**config.mk**
```make
export PLATFORM = sky130hd
export DESIGN_NAME = clock_time_ctrl
export DESIGN_NICKNAME = d
export VERILOG_FILES = /design/src/rtl/clock_pkg.sv /design/src/rtl/bcd2_mod_cnt.sv /design/src/rtl/clock_time_ctrl.sv
export SDC_FILE = /design/constraint.sdc
export NUM_CORES = 1
export LEC_CHECK = 0
export ABC_CLOCK_PERIOD_IN_PS = 4600
export CORE_AREA = 2 2 74 76
export DETAILED_ROUTE_END_ITERATION = 10
export DIE_AREA = 0 0 76 78
export GPL_ROUTABILITY_DRIVEN = 0
export PLACE_DENSITY = 0.61
export SLEW_MARGIN = 25
export SYNTH_ARGS = -nofsm -noshare
export SYNTH_HDL_FRONTEND = slang
export SYNTH_SLANG_ARGS = --single-unit
```
**constraint.sdc**
```tcl
create_clock -name in_clk -period 4.6 [get_ports in_clk]
set_clock_uncertainty 0.2 [all_clocks]
set_input_delay 0.92 -clock in_clk [delete_from_list [all_inputs] [get_ports in_clk]]
set_output_delay 0.92 -clock in_clk [all_outputs]
set_load 0.02 [all_outputs]
```
**src/rtl/clock_pkg.sv**
```systemverilog
// Shared encodings and limits for the digital clock time-keeping block.
package clock_pkg;

    typedef enum logic [1:0] {
        MODE_RUN      = 2'd0,
        MODE_SET_HOUR = 2'd1,
        MODE_SET_MIN  = 2'd2
    } mode_e;

    localparam int unsigned SEC_MAX = 59;
    localparam int unsigned MIN_MAX = 59;

endpackage

```
**src/rtl/bcd2_mod_cnt.sv**
```systemverilog
// Two-digit BCD counter wrapping at MOD-1; carry_out flags the wrap increment.
module bcd2_mod_cnt
    import clock_pkg::*;
#(
    parameter int unsigned MOD = 60
) (
    input  logic       in_clk,
    input  logic       rst,
    input  logic       en,
    input  logic       clr,
    output logic [3:0] lo,
    output logic [3:0] hi,
    output logic       carry_out
);

    localparam logic [3:0] MAX_LO = 4'((MOD - 1) % 10);
    localparam logic [3:0] MAX_HI = 4'((MOD - 1) / 10);

    logic at_max;

    assign at_max    = (hi == MAX_HI) && (lo == MAX_LO);
    assign carry_out = en & at_max;

    always_ff @(posedge in_clk) begin
        if (rst || clr) begin
            lo <= 4'd0;
            hi <= 4'd0;
        end else if (en) begin
            if (at_max) begin
                lo <= 4'd0;
                hi <= 4'd0;
            end else if (lo == 4'd9) begin
                lo <= 4'd0;
                hi <= hi + 4'd1;
            end else begin
                lo <= lo + 4'd1;
            end
        end
    end

endmodule

```
**src/rtl/clock_time_ctrl.sv**
```systemverilog
// Time-keeping controller: sec/min/hr BCD counters, button edge detect,
// set-time mode FSM with tick timeout, and set-field blink.
module clock_time_ctrl
    import clock_pkg::*;
#(
    parameter int unsigned HOURS_MOD   = 24,
    parameter int unsigned SET_TIMEOUT = 30
) (
    input  logic       in_clk,
    input  logic       rst,
    input  logic       tick_1hz,
    input  logic       btn_mode,
    input  logic       btn_inc,
    output logic [3:0] sec_lo,
    output logic [3:0] sec_hi,
    output logic [3:0] min_lo,
    output logic [3:0] min_hi,
    output logic [3:0] hr_lo,
    output logic [3:0] hr_hi,
    output logic [1:0] mode,
    output logic       blink
);

    localparam int unsigned CNT_W = $clog2(SET_TIMEOUT + 1);

    mode_e            state_q, state_d;
    logic             mode_prev, inc_prev;
    logic             mode_edge, inc_edge, any_edge;
    logic [CNT_W-1:0] to_cnt;
    logic             timeout;
    logic             entering, in_set;
    logic             sec_en, sec_clr, min_en, hr_en;
    logic             sec_carry, min_carry;

    assign mode_edge = btn_mode & ~mode_prev;
    assign inc_edge  = btn_inc & ~inc_prev;
    assign any_edge  = mode_edge | inc_edge;
    assign in_set    = (state_q != MODE_RUN);
    assign timeout   = in_set & tick_1hz & ~any_edge & (to_cnt == CNT_W'(SET_TIMEOUT - 1));
    assign entering  = (state_d != state_q);
    assign mode      = state_q;

    always_ff @(posedge in_clk) begin
        if (rst) begin
            state_q   <= MODE_RUN;
            mode_prev <= 1'b0;
            inc_prev  <= 1'b0;
        end else begin
            state_q   <= state_d;
            mode_prev <= btn_mode;
            inc_prev  <= btn_inc;
        end
    end

    // Mode edge always wins over timeout and over a same-cycle inc edge.
    always_comb begin
        state_d = state_q;
        unique case (state_q)
            MODE_RUN:      if (mode_edge) state_d = MODE_SET_HOUR;
            MODE_SET_HOUR: if (mode_edge) state_d = MODE_SET_MIN;
                           else if (timeout) state_d = MODE_RUN;
            MODE_SET_MIN:  if (mode_edge || timeout) state_d = MODE_RUN;
            default:       state_d = MODE_RUN;
        endcase
    end

    always_ff @(posedge in_clk) begin
        if (rst) begin
            to_cnt <= '0;
            blink  <= 1'b0;
        end else begin
            if (state_d == MODE_RUN || entering || any_edge)
                to_cnt <= '0;
            else if (tick_1hz)
                to_cnt <= to_cnt + CNT_W'(1);

            if (state_d == MODE_RUN || entering)
                blink <= 1'b0;
            else if (tick_1hz)
                blink <= ~blink;
        end
    end

    // Counter steering: carries only ripple while running; set-mode incs never carry.
    assign sec_en  = (state_q == MODE_RUN) & tick_1hz;
    assign sec_clr = in_set & (state_d == MODE_RUN);
    assign min_en  = ((state_q == MODE_RUN) & sec_carry)
                   | ((state_q == MODE_SET_MIN) & inc_edge & ~mode_edge);
    assign hr_en   = ((state_q == MODE_RUN) & min_carry)
                   | ((state_q == MODE_SET_HOUR) & inc_edge & ~mode_edge);

    bcd2_mod_cnt #(.MOD(SEC_MAX + 1)) u_sec (
        .in_clk    (in_clk),
        .rst       (rst),
        .en        (sec_en),
        .clr       (sec_clr),
        .lo        (sec_lo),
        .hi        (sec_hi),
        .carry_out (sec_carry)
    );

    bcd2_mod_cnt #(.MOD(MIN_MAX + 1)) u_min (
        .in_clk    (in_clk),
        .rst       (rst),
        .en        (min_en),
        .clr       (1'b0),
        .lo        (min_lo),
        .hi        (min_hi),
        .carry_out (min_carry)
    );

    bcd2_mod_cnt #(.MOD(HOURS_MOD)) u_hr (
        .in_clk    (in_clk),
        .rst       (rst),
        .en        (hr_en),
        .clr       (1'b0),
        .lo        (hr_lo),
        .hi        (hr_hi),
        .carry_out ()
    );

endmodule

```
==> results.md <==
- Critical Path RT: 4570 ps
- P_int: 0.0004405 W
- Wire length per cell: 12.10 um
- Worst r2r path cells: 5
- Drt first-iter violations: 57
- Crit path DAT: 3300 ps
- Core outline area: 5042 sq um
- Final min period: 3329 ps
- Clk_lat worst skew: 280 ps
- Post-detail-place hpwl: 2727 um
- Seq pwr share: 53.4%
- Tightest Hold Check Type: flip-flop to flip-flop
- Crit path kind: input port to flip-flop
- Power Total: 0.0005759 W
- Worst Tran Pin Value: 598.9 ps
- Fillers: 505
- # port buffers: 31
- Number of vias per cell: 5.063
- FFs w/ async S/R, synth: 0%
- Hold Path End: to_cnt[4]
- Post-synth net total: 227
- Reg2Reg Capture Point: u_hr.hi[1]
- NumNets Final: 260
- CTS Buf Count: 5
- Pwr Density: 250.3 nW/um^2
- Register area: 680.7 sq um
- TritonRoute pass-1 iters: 6
- Footprint of the multi-input gates: 1086 sq um
- Crit path max fanout: 11
- Setup violations, final: 0
- CTS Sinks: 34
- Yosys warnings: 0
- Area delta synth->final: 25.96%
- Most frequent cells in the layout: dfxtp_1 (34), clkdlybuf4s50_1 (31), nor2_1 (21), a21oi_1 (17), nand2_1 (14)
- Worst setup margin: 1271 ps
- Global Route Usage Sum: 13.09%
- Post-Syn Instances: 212
- Endpoint class of the critical path: flip-flop
- Max cap viols: 0
- Logic pwr share: 8.2%
- Cts repair resizes: 0
- R2R setup slack: 2120 ps
- Largest net degree at the start of global routing: 25
- Clock network power share: 38.5%
- CP max stage cell: clkdlybuf4s50_1
- TritonCTS clock tree: done
- Slew Viols, Final: 0
- # rows: 26
- Critical R2R Launch: mode[1]
- Area share of the largest cell type after synthesis: 37.26%
- Hold path startpoint: to_cnt[4]
- Postcts setup bufs: 0
- Die Wd: 76 um
- Synth Area per Inst: 8.617 sq um
- Peak supply drop: 0.0001310 V
- Pleak: 0.8259 nW
- Synth area leader: dfxtp_1
- # diodes: 0
- Startpoint Class: input port
- Vias: 1600
- Achievable Freq: 300.4 MHz
- CP cell instances: clkdlybuf4s50_1, nand4bb_4, or4_4, a211oi_4, o22ai_2, mux2_2
- Count of flip-flops with a built-in enable after synthesis: 0
- Num ports: 32
- Synth cell types: 51
- Die area: 5928 sq um
- Pre-CTS setup slack: 985.5 ps
- Sequential area share after synthesis: 37.26%
- Switching Share: 23.51%
- Antenna violations before repair: 0
- #FFs+latches synth: 34
- Die height: 78 um
- Post-layout util: 45.63%
- Unrepaired setup endpoints after global routing: false
- Worst slew margin: 59.80%
- Fin crit share: 72.36%
- Quantity of hold-fixing buffers added after cts: 0
- Root buf cell: clkbuf_8
- Ys flop type: dfxtp_1
- Vias in the first global route: 1381
- Layout cells sized above 1: 10.57%
- Initial core utilization: 36.23%
- Most common cell after layout, fill and taps aside: dfxtp_1
- Total Wirelength: 3823 um
- Setup TNS: 0 ps
- Status: completed
- Synth top area cells: dfxtp_1 (37%), ha_1 (6.8%), a21oi_1 (4.7%)
- H-tree depth: 2
- First-pass GRT wire length: 6403 um
- Cell depth of the worst hold path: 2
- Largest stage delay on the critical path: 750 ps
- DRC Markers: 0
- Post-Syn Area: 1827 sq um
- Reg clk slew, reported paths: 60 ps
- Crit path launch: tick_1hz
- Hold Vio Cnt, Final: 0
- Final ANT Viol Nets: 0
- Grt total ovfl: 0
- NetSw: 0.0001354 W
- Clock buffer depth: 2
## Yosys cell counts, drive strengths merged, types with 4 or more instances
master and count:
xor2 5, nand4 4, nand2 14, dfxtp 34
a21oi 17, ha 10, nor2b 6, nor2 21
nand3 7, clkbuf 4, or2 4, nand2b 5
inv 7, o21ai 13, or4 4, nor3 10
## logic make-up after synthesis
logic type	synth area share, %
muxes	1.233
and+or+nand+nor	30.34
adders and majority gates	6.849
AOI/OAI and AO/OA	17.67
buffers and inverters	3.287
DFF	37.26
xor gates and xnor gates	3.356
## per-stage QoR
step           area, sq um  instances  hold slack (ps)
3_5_place_dp          2210        308            272.8
4_1_cts               2301        316            282.0
2_1_floorplan         1827        212            240.4
3_3_place_gp          2210        308            263.0
6_report              2301        316            279.0
5_1_grt               2301        316            315.6
## metal layers
layer	global-route usage, %	wire, um	up-vias	part of all wire, %
met5	0	0	-	0
met4	4.364	46	0	1.2
met3	3.837	187	5	4.9
met2	19.91	1655	33	43
met1	17.78	1933	722	51
li1	-	-	840	-
## worst max-delay path by stage
stage | end | slack [ps] | cells after the start
2_1_floorplan | u_hr.hi[0] | 1910 | 5
3_3_place_gp | u_hr.hi[0] | 1020 | 6
3_5_place_dp | u_hr.hi[1] | 990 | 6
4_1_cts | u_hr.hi[2] | 1270 | 6
5_1_grt | u_hr.lo[3] | 1160 | 6
6_report | u_hr.hi[1] | 1270 | 6
## worst max-delay path: cells and delay by family
family | cells | cell delay [ps]
mux | 1 | 280
compound gates | 2 | 560
simple gates | 2 | 780
buf+inv | 1 | 750
## final cells by class
cell class,instances,share of cell area (%)
multi-input combinational,163,47.20
sequential,34,29.58
tap,70,3.806
inverter,8,1.305
timing repair buffer,33,14.14
clock buffer,7,3.752
clock inverter,1,0.2175
## state kept, by name, summed over array words and instances (netlist names)
name and cells:
u_min.hi 4, to_cnt 5, u_hr.lo 4, u_min.lo 4, u_hr.hi 4, u_sec.hi 4, blink 1, mode 2
inc_prev 1, u_sec.lo 4, mode_prev 1
## power by group through the flow
stage | clock network [W] | logic [W] | registers (W)
final | 0.000221 | 0.0000471 | 0.000307
after global routing | 0.000240 | 0.0000520 | 0.000308
after CTS | 0.000230 | 0.0000475 | 0.000307
after detailed placement | 0 | 0.0000472 | 0.000314
after global placement | 0 | 0.0000474 | 0.000314
after floorplan | 0 | 0.0000272 | 0.000315
Note: power is estimated with default switching activity, not from simulation.
